### config.mk
export PLATFORM = sky130hd
export DESIGN_NAME = instr_fetch_unit
export DESIGN_NICKNAME = d
export VERILOG_FILES = /design/src/rtl/ifu_pkg.sv /design/src/rtl/pc_next_calc.sv /design/src/rtl/instr_fetch_unit.sv
export SDC_FILE = /design/constraint.sdc
export NUM_CORES = 1
export LEC_CHECK = 0
export ABC_AREA = 1
export BUFFER_PORTS_ARGS = -buffer_cell sky130_fd_sc_hd__buf_2
export CORE_ASPECT_RATIO = 1.25
export CORE_MARGIN = 8
export CORE_UTILIZATION = 60
export DETAILED_ROUTE_END_ITERATION = 8
export PLACE_DENSITY = 0.86
export SLEW_MARGIN = 15
export SYNTH_ARGS = -nofsm -noshare
export SYNTH_HDL_FRONTEND = slang
export SYNTH_SLANG_ARGS = --single-unit
### constraint.sdc
create_clock -name clk -period 4.5 [get_ports clk]
set_input_delay 0.9 -clock clk [delete_from_list [all_inputs] [get_ports clk]]
set_output_delay 0.9 -clock clk [all_outputs]
set_load 0.02 [all_outputs]
### src/rtl/ifu_pkg.sv
// Shared definitions for the instruction fetch unit and the decoder side
// of the instruction interface: next-PC select codes, fetch FSM encoding
// and the instruction word width.
package ifu_pkg;

  localparam int INSTR_W = 32;

  // Next-PC select codes driven by the decoder for the consumed instruction
  localparam logic [1:0] PC_SEL_SEQ = 2'b00;
  localparam logic [1:0] PC_SEL_BR  = 2'b01;
  localparam logic [1:0] PC_SEL_JMP = 2'b10;
  localparam logic [1:0] PC_SEL_REG = 2'b11;

  // Fetch FSM encoding
  typedef logic [1:0] fetch_state_t;
  localparam fetch_state_t ST_FETCH = 2'b00;
  localparam fetch_state_t ST_FULL  = 2'b01;
  localparam fetch_state_t ST_DRAIN = 2'b10;

  // Instruction addresses are always word aligned; low two bits are dropped.
  function automatic logic [31:0] word_align(input logic [31:0] addr);
    return {addr[31:2], 2'b00};
  endfunction

endpackage

### src/rtl/pc_next_calc.sv
// Combinational next-PC selection for the instruction currently held in
// the instruction register. All arithmetic wraps modulo 2^32.
module pc_next_calc
  import ifu_pkg::*;
(
  input  logic [INSTR_W-1:0] instr,
  input  logic [31:0]        instr_pc,
  input  logic [1:0]         PC_MUX_Select,
  input  logic               branch_taken,
  input  logic [31:0]        rs_data,
  output logic [31:0]        next_pc
);

  logic [31:0] pc4;
  logic [31:0] br_off;
  logic        unused_opcode;

  // Opcode bits above the jump target field do not affect the next PC.
  assign unused_opcode = ^instr[31:26];

  // Pick the next fetch address from the decoder's select and branch outcome
  always_comb begin
    pc4     = instr_pc + 32'd4;
    br_off  = {{14{instr[15]}}, instr[15:0], 2'b00};
    next_pc = pc4;
    case (PC_MUX_Select)
      PC_SEL_SEQ: next_pc = pc4;
      PC_SEL_BR:  if (branch_taken) next_pc = pc4 + br_off;
      PC_SEL_JMP: next_pc = {pc4[31:28], instr[25:0], 2'b00};
      PC_SEL_REG: next_pc = word_align(rs_data);
      default:    next_pc = pc4;
    endcase
  end

endmodule

### src/rtl/instr_fetch_unit.sv
// Instruction fetch unit: owns the PC, fetches words from instruction
// memory over req/ack and hands them to the decoder through a one-entry
// instruction register with valid/ready.
//
//   state    | meaning
//   ---------+-----------------------------------------------------------
//   ST_FETCH | request outstanding at fetch_pc, instruction register empty
//   ST_FULL  | instruction register holds a word for the decoder, no request
//   ST_DRAIN | squashed request still outstanding; its data is discarded and
//            | fetching resumes at pend_pc once memory acknowledges
module instr_fetch_unit
  import ifu_pkg::*;
#(
  parameter logic [31:0] RESET_PC = 32'h0000_0000
) (
  input  logic               clk,
  input  logic               rst,
  output logic               imem_req,
  output logic [31:0]        imem_addr,
  input  logic               imem_ack,
  input  logic [31:0]        imem_rdata,
  output logic [INSTR_W-1:0] instr,
  output logic [31:0]        instr_pc,
  output logic               instr_valid,
  input  logic               instr_ready,
  input  logic [1:0]         PC_MUX_Select,
  input  logic               branch_taken,
  input  logic [31:0]        rs_data,
  input  logic               flush,
  input  logic [31:0]        flush_pc
);

  fetch_state_t state;
  logic [31:0]  fetch_pc;
  logic [31:0]  pend_pc;
  logic [31:0]  next_pc;
  logic [31:0]  flush_tgt;

  assign flush_tgt = word_align(flush_pc);

  pc_next_calc u_pc_next_calc (
    .instr         (instr),
    .instr_pc      (instr_pc),
    .PC_MUX_Select (PC_MUX_Select),
    .branch_taken  (branch_taken),
    .rs_data       (rs_data),
    .next_pc       (next_pc)
  );

  // fetch_pc is untouched while draining, so the squashed request keeps
  // its address until memory acknowledges it.
  assign imem_req    = !rst && ((state == ST_FETCH) || (state == ST_DRAIN));
  assign imem_addr   = rst ? RESET_PC : fetch_pc;
  assign instr_valid = (state == ST_FULL);

  // Fetch FSM, PC registers and instruction register
  always_ff @(posedge clk) begin
    if (rst) begin
      state    <= ST_FETCH;
      fetch_pc <= RESET_PC;
      pend_pc  <= RESET_PC;
      instr    <= '0;
      instr_pc <= '0;
    end else begin
      case (state)
        ST_FETCH: begin
          if (flush) begin
            if (imem_ack) begin
              fetch_pc <= flush_tgt;
            end else begin
              pend_pc <= flush_tgt;
              state   <= ST_DRAIN;
            end
          end else if (imem_ack) begin
            instr    <= imem_rdata;
            instr_pc <= fetch_pc;
            state    <= ST_FULL;
          end
        end
        ST_FULL: begin
          if (flush) begin
            fetch_pc <= flush_tgt;
            state    <= ST_FETCH;
          end else if (instr_ready) begin
            fetch_pc <= next_pc;
            state    <= ST_FETCH;
          end
        end
        ST_DRAIN: begin
          // A flush arriving with the ack is the most recent redirect.
          if (imem_ack) begin
            fetch_pc <= flush ? flush_tgt : pend_pc;
            state    <= ST_FETCH;
          end else if (flush) begin
            pend_pc <= flush_tgt;
          end
        end
        default: state <= ST_FETCH;
      endcase
    end
  end

endmodule
## After elaboration in Yosys (flattened, before gate mapping)

Index checks and enable logic that the tools add are counted.

| operators by class | value |
|---|---|
| add/sub/neg operators | 2 |
| eq/ne operators | 13 |
| mux-type cells | 21 |
| bitwise gates (word level) | 1 |
| reductions and logical operators | 11 |

Operators with widths:

| operator | number |
|---|---|
| 32-bit 2-to-1 mux | 11 |
| 32-bit one-hot mux with 4 select lines | 1 |
| 32-bit one-hot mux with 3 select lines | 1 |
| 32-bit one-hot mux with 2 select lines | 1 |
| 32-bit by 3-bit adder with 32-bit output (second input constant) | 1 |
| 32-bit adder | 1 |
| 2-bit 2-to-1 mux | 6 |
| 2-bit inequality test (second input constant) | 5 |
| 4-bit AND reduction | 2 |
| 2-bit equality test (second input constant) | 3 |
| 3-bit inequality test (second input constant) | 2 |
| 2-bit one-hot mux with 3 select lines | 1 |
| 5-bit AND reduction | 1 |
| 2-bit by 1-bit equality test with 1-bit output (second input constant) | 2 |
| 2-bit logical NOT | 2 |
| 3-bit by 1-bit inequality test with 1-bit output (second input constant) | 1 |
| 3-bit AND reduction | 1 |
| 3-bit nonzero test | 1 |
| 2-bit nonzero test | 1 |
| 1-bit logical AND | 1 |
| 1-bit logical NOT | 1 |
| 1-bit logical OR | 1 |
| 1-bit NOT | 1 |

| word-level totals | value |
|---|---|
| flip-flop bits (word level) | 130 |
| input bits | 104 |
| word-level logic and storage cells | 53 |

## Logic depth before layout (Yosys ltp)

| logic depth | value |
|---|---|
| depth after elaboration | 7 |
| gate-level depth with buffers | 31 |
| gate-level depth less buffers | 31 |

## By module

From an unflattened synthesis, not the netlist that was laid out.

| unflattened totals | value |
|---|---|
| cells, all modules | 1886 |
| area, all modules | 10595.2 um2 |

By module, submodules not included:

| module | instances | cells each | area an instance (um2) | sequential area each (um2) |
|---|---|---|---|---|
| instr_fetch_unit | 1 | 1063 | 6543.8 | 2602.5 |
| pc_next_calc | 1 | 823 | 4051.4 | 0.0 |

## Least setup slack after synthesis

Ideal clock, no wire load.

| timing path | value |
|---|---|
| kind | reg2reg |
| from | reg instr_pc[2] |
| to | reg fetch_pc[29] |
| library setup time | 0.112 ns |
| arrival time | 3.059 ns |
| data required time | 4.388 ns |
| path slack | 1.329 ns |
| cell stages (with the launch flop) | 27 |
| path buffers | 0 |
| cells stage by stage | dfxtp_1 ha_1 nand2_1 inv_1 nand3_2 nor2_4 nand3_2 nor2_2 nand2_1 xor2_1 inv_1 ha_1 nand2_1 nor2_1 nand2_1 nor4_1 nand2_1 nand3_1 nand3_1 nand2_1 nand2_1 nand2_1 nand2_1 nand2_1 nand2_1 nand2_1 nand2_1 |

| between the ends | value |
|---|---|
| longest elaborated chain between the ends | 7 |

Ends and longest elaborated chain:

| item | RTL line | RTL |
|---|---|---|
| start, declared | instr_fetch_unit.sv:23 | `output logic [31:0] instr_pc,` |
| start signal, assigned | instr_fetch_unit.sv:76 | `instr_pc <= fetch_pc;` |
| 32-bit by 3-bit adder with 32-bit output (*) | pc_next_calc.sv:23 | `pc4 = instr_pc + 32'd4;` |
| 32-bit adder | pc_next_calc.sv:28 | `PC_SEL_BR: if (branch_taken) next_pc = pc4 + br_off;` |
| 32-bit 2-to-1 mux | pc_next_calc.sv:28 |  |
| 32-bit one-hot mux with 4 select lines (*) | pc_next_calc.sv:26 | `case (PC_MUX_Select)` |
| 32-bit 2-to-1 mux (*) | instr_fetch_unit.sv:84 | `end else if (instr_ready) begin` |
| 32-bit 2-to-1 mux (*) | instr_fetch_unit.sv:81 | `if (flush) begin` |
| 32-bit one-hot mux with 3 select lines (*) | instr_fetch_unit.sv:65 | `case (state)` |
| end signal, assigned | instr_fetch_unit.sv:69 | `fetch_pc <= flush_tgt;` |
| end signal, assigned | instr_fetch_unit.sv:82 | `fetch_pc <= flush_tgt;` |
| end signal, assigned | instr_fetch_unit.sv:85 | `fetch_pc <= next_pc;` |
| end, declared | instr_fetch_unit.sv:34 | `logic [31:0] fetch_pc;` |

Every way passes the cells marked *; elsewhere a longest branch is shown, timed or not. The select of a mux whose other input is x is not followed.
A chain may end at the register's enable or synchronous reset.

## Worst setup path in the final report

Ends and elaborated chain as after synthesis.

==> impl_metrics.toml <==
[synthesis]
ys_types = 44
synthesis.area_um2 = 10140
synth_fp_nets = 1930
synth_cells = 1782
yosys_register_bits = 130
seq_area_frac_synth_pct = 25.66
yosys_warnings = 0
synth_area_per_cell_um2 = 5.691

[global_routing]
grt_pass1_wl_mm = 57.86
met2_usage_pct = 56.29
grtUsageMet3_pct = 5.904
grt_overflow_total = 0
gr-max-usage-layer = "met2"
antenna_found_initial = 1
grt_max_degree = 94
first_global_vias = 11436
grt_use_met1_pct = 38.94
track_usage_pct = 33.42

[sta]
period_needed_ns = 3.788
tightest_slew_ns = 0.9098
fin_crit_sh_pct = 84.19
rsz0062_at_grt = "no"
drv_slew = 0
tns_ns = 0
fmax_ghz = 0.2640
finalHoldViolCount = 0
relSlewSlack_pct = 38.97
setup-violations-final = 0
clock-skew-final_ns = 0.01822

[job]
maxCapViolCount = 0

[placed_design]
dp_hpwl_mm = 27.37
io_buffer_count = 197
gp_congestion = 0.9981

[min_path]
worstHoldPathType = "register to register"
worstHoldStart = "fetch_pc[10]"
worstHoldEndpoint = "instr_pc[10]"
whs_path_depth = 2

[floorplanning]
core_um2 = 16710
pin_count = 202
die_h_um = 161.4
start_util_pct = 60.68
row_count = 53
die_w_um = 132.3
dieArea_um2 = 21340

[cts]
clock_path_buffers = 2
cts_resized = 0
cts-root-buf = "clkbuf_16"
cts_buffers = 17
post_cts_buffers = 0
cts_tree = "built"
cts_sinks = 130
clk-insertion-delay-late_ns = 0.43
htreeDepth = 4
cts.reportedPaths.clkPinSlew_ns = 0.07
cts_hold_buf = 0

[pwr]
p_sw_uw = 1491
power_frac_seq_pct = 35.5
pwr-share-clk_pct = 33.8
p_leak_uw = 0.006162
power_density_nw_per_um2 = 330.5
total_power_uw = 3897
internal_power_uw = 2406
p_sw_share_pct = 38.27
pwr-share-comb_pct = 30.7
peakVddDrop_uv = 330.0

[setup_path]
reg2reg_from = "instr_pc[2]"
criticalPathCategory = "register to register"
crit_path_start = "instr_pc[2]"
arrival_ns = 4.12
worstSetupEndpointType = "register"
cp_max_fo = 6
start_kind = "register"
reg2reg_to = "fetch_pc[29]"
cp_data_required_time_ns = 4.83
r2r_slack_ns = 0.71
r2r_cells = 26

[status]
status = "complete, no violations"

[detailed_routing]
wirelength_mm = 36.58
dr_total_vias = 12379
ant_nets = 0
avgRoutedWirePerCell_um = 16.88
drt_iter0_drc = 1257
drtPass1Iterations = 7
route.detailed.drc = 0
via_per_inst = 5.713

[cells_and_area]
syn_to_final_growth_pct = 16.27
nets = 2081
final_layout_size_suffix_gt1_share_pct = 13.87
fill_cells = 1556
-- registers in the layout, indices dropped and copies added, names as in the netlist --
signal,count
instr_pc,32
state,2
instr,32
pend_pc,32
fetch_pc,32
-- cells in the mapped netlist, drive strengths merged --
master / number / area, um^2
and2: 2 / 15.02
o21ai: 157 / 785.8
nand3: 93 / 475.5
o2111ai: 1 / 8.760
a21boi: 2 / 15.01
nand2: 544 / 2042
xor2: 20 / 175.2
buf: 14 / 66.32
nor4: 1 / 6.260
o211ai: 9 / 67.56
a221oi: 3 / 26.28
o311ai: 1 / 8.760
nand3b: 4 / 30.03
ha: 43 / 538.0
or2: 6 / 37.54
clkinv: 6 / 22.52
nand4: 12 / 75.07
a22o: 5 / 43.79
a31oi: 7 / 43.79
inv: 201 / 754.5
o21a: 2 / 15.01
a211oi: 3 / 22.52
nor2: 245 / 949.7
o21bai: 4 / 30.03
dfxtp: 130 / 2603
fa: 1 / 20.02
nor3: 9 / 50.05
a31o: 1 / 8.760
clkbuf: 71 / 267.8
a22oi: 2 / 15.01
a21oi: 181 / 905.9
xnor2: 1 / 8.760
a21o: 1 / 7.510
-- power by group through the flow --
| stage | registers (uW) | clock network, uW | logic [uW] |
|---|---|---|---|
| 6_report | 1380 | 1320 | 1200 |
| 5_1_grt | 1400 | 1370 | 1330 |
| 4_1_cts | 1380 | 1320 | 1180 |
| 3_5_place_dp | 1400 | 0 | 1170 |
| 3_3_place_gp | 1400 | 0 | 1140 |
| 2_1_floorplan | 1440 | 0 | 752 |
-- how the worst max path moves through the flow --
stage	to	slack, ns	cells after the start
6_report	fetch_pc[29]	0.71	26
5_1_grt	fetch_pc[22]	0.31	24
4_1_cts	fetch_pc[29]	0.77	26
3_5_place_dp	fetch_pc[29]	0.79	26
3_3_place_gp	fetch_pc[22]	0.89	24
2_1_floorplan	fetch_pc[29]	1.33	26
-- critical path, cell delays in order (launching register included) --
cell     delay, ns
dfxtp_1       0.43
ha_1          0.20
nand2_1       0.08
inv_1         0.11
nand3_2       0.13
nor2_4        0.21
nand3_2       0.17
nor2_2        0.14
nand2_1       0.08
xor2_1        0.27
inv_1         0.10
ha_1          0.31
nand2_1       0.10
nor2_1        0.27
nand2_1       0.15
nor4_1        0.18
nand2_1       0.11
nand3_1       0.09
nand3_1       0.08
nand2_1       0.07
nand2_1       0.05
nand2_1       0.09
nand2_1       0.06
nand2_1       0.05
nand2_1       0.05
nand2_1       0.06
nand2_1       0.04
-- layer usage --
metal	part of all wire, %	wire [um]
met3	9.0	3305
met4	6.0	2187
met5	0	0
met2	47	17190
met1	38	13900
-- per-stage QoR --
| step | setup slack, ns | utilization (%) | cells | hold slack, ns | cell area (um^2) |
|---|---|---|---|---|---|
| finish | 0.7115 | 70.56 | 2167 | 0.4545 | 11790 |
| CTS | 0.7686 | 70.55 | 2166 | 0.4534 | 11790 |
| global route | 0.3120 | 70.56 | 2167 | 0.4722 | 11790 |
| floorplan | 1.329 | - | 1782 | 0.4303 | 10140 |
| detailed placement | 0.7867 | 67.22 | 2134 | 0.4447 | 11230 |
| global placement | 0.8926 | 67.22 | 2134 | 0.4345 | 11230 |
-- layout make-up --
class | count | area, um^2 | area share, %
inverter | 207 | 777.0 | 6.590
clock buffer | 20 | 456.7 | 3.873
tap | 220 | 275.3 | 2.334
antenna | 1 | 2.502 | 0.02122
sequential | 130 | 2603 | 22.07
clock inverter | 12 | 98.84 | 0.8383
multi-input combinational | 1360 | 6442 | 54.64
timing repair buffer | 217 | 1136 | 9.635
-- logic make-up after synthesis --
kind of cell    Yosys count  synth area share (%)
xor+xnor                 21                 1.814
compound gates          379                 19.77
buf+inv                 292                 10.96
simple gates            916                 36.30
fa+ha+maj                44                 5.503
flops                   130                 25.66
-- cell usage in the layout, fill, tap and decap left out, types with 2 or more instances in the layout --
| master | n |
|---|---|
| a211oi_1 | 3 |
| clkbuf_16 | 17 |
| xor2_1 | 20 |
| o21ai_0 | 151 |
| a22oi_1 | 2 |
| a22o_1 | 5 |
| clkinv_4 | 3 |
| a21oi_1 | 181 |
| inv_6 | 3 |
| nand3b_1 | 4 |
| o21bai_1 | 4 |
| buf_4 | 20 |
| nor2_4 | 5 |
| ha_1 | 43 |
| nand4_1 | 12 |
| clkinv_1 | 6 |
| dfxtp_1 | 130 |
| buf_2 | 197 |
| nor2_1 | 237 |
| inv_2 | 4 |
| nand2_1 | 544 |
| a221oi_1 | 3 |
| nor3_1 | 8 |
| o211ai_1 | 9 |
| or2_2 | 5 |
| a21boi_0 | 2 |
| inv_1 | 197 |
| o21ai_1 | 6 |
| clkbuf_8 | 2 |
| nand3_2 | 2 |
| clkinvlp_4 | 4 |
| nor2_2 | 3 |
| a31oi_1 | 7 |
| o21a_1 | 2 |
| nand3_1 | 91 |
(Power assumes the default switching activity.)
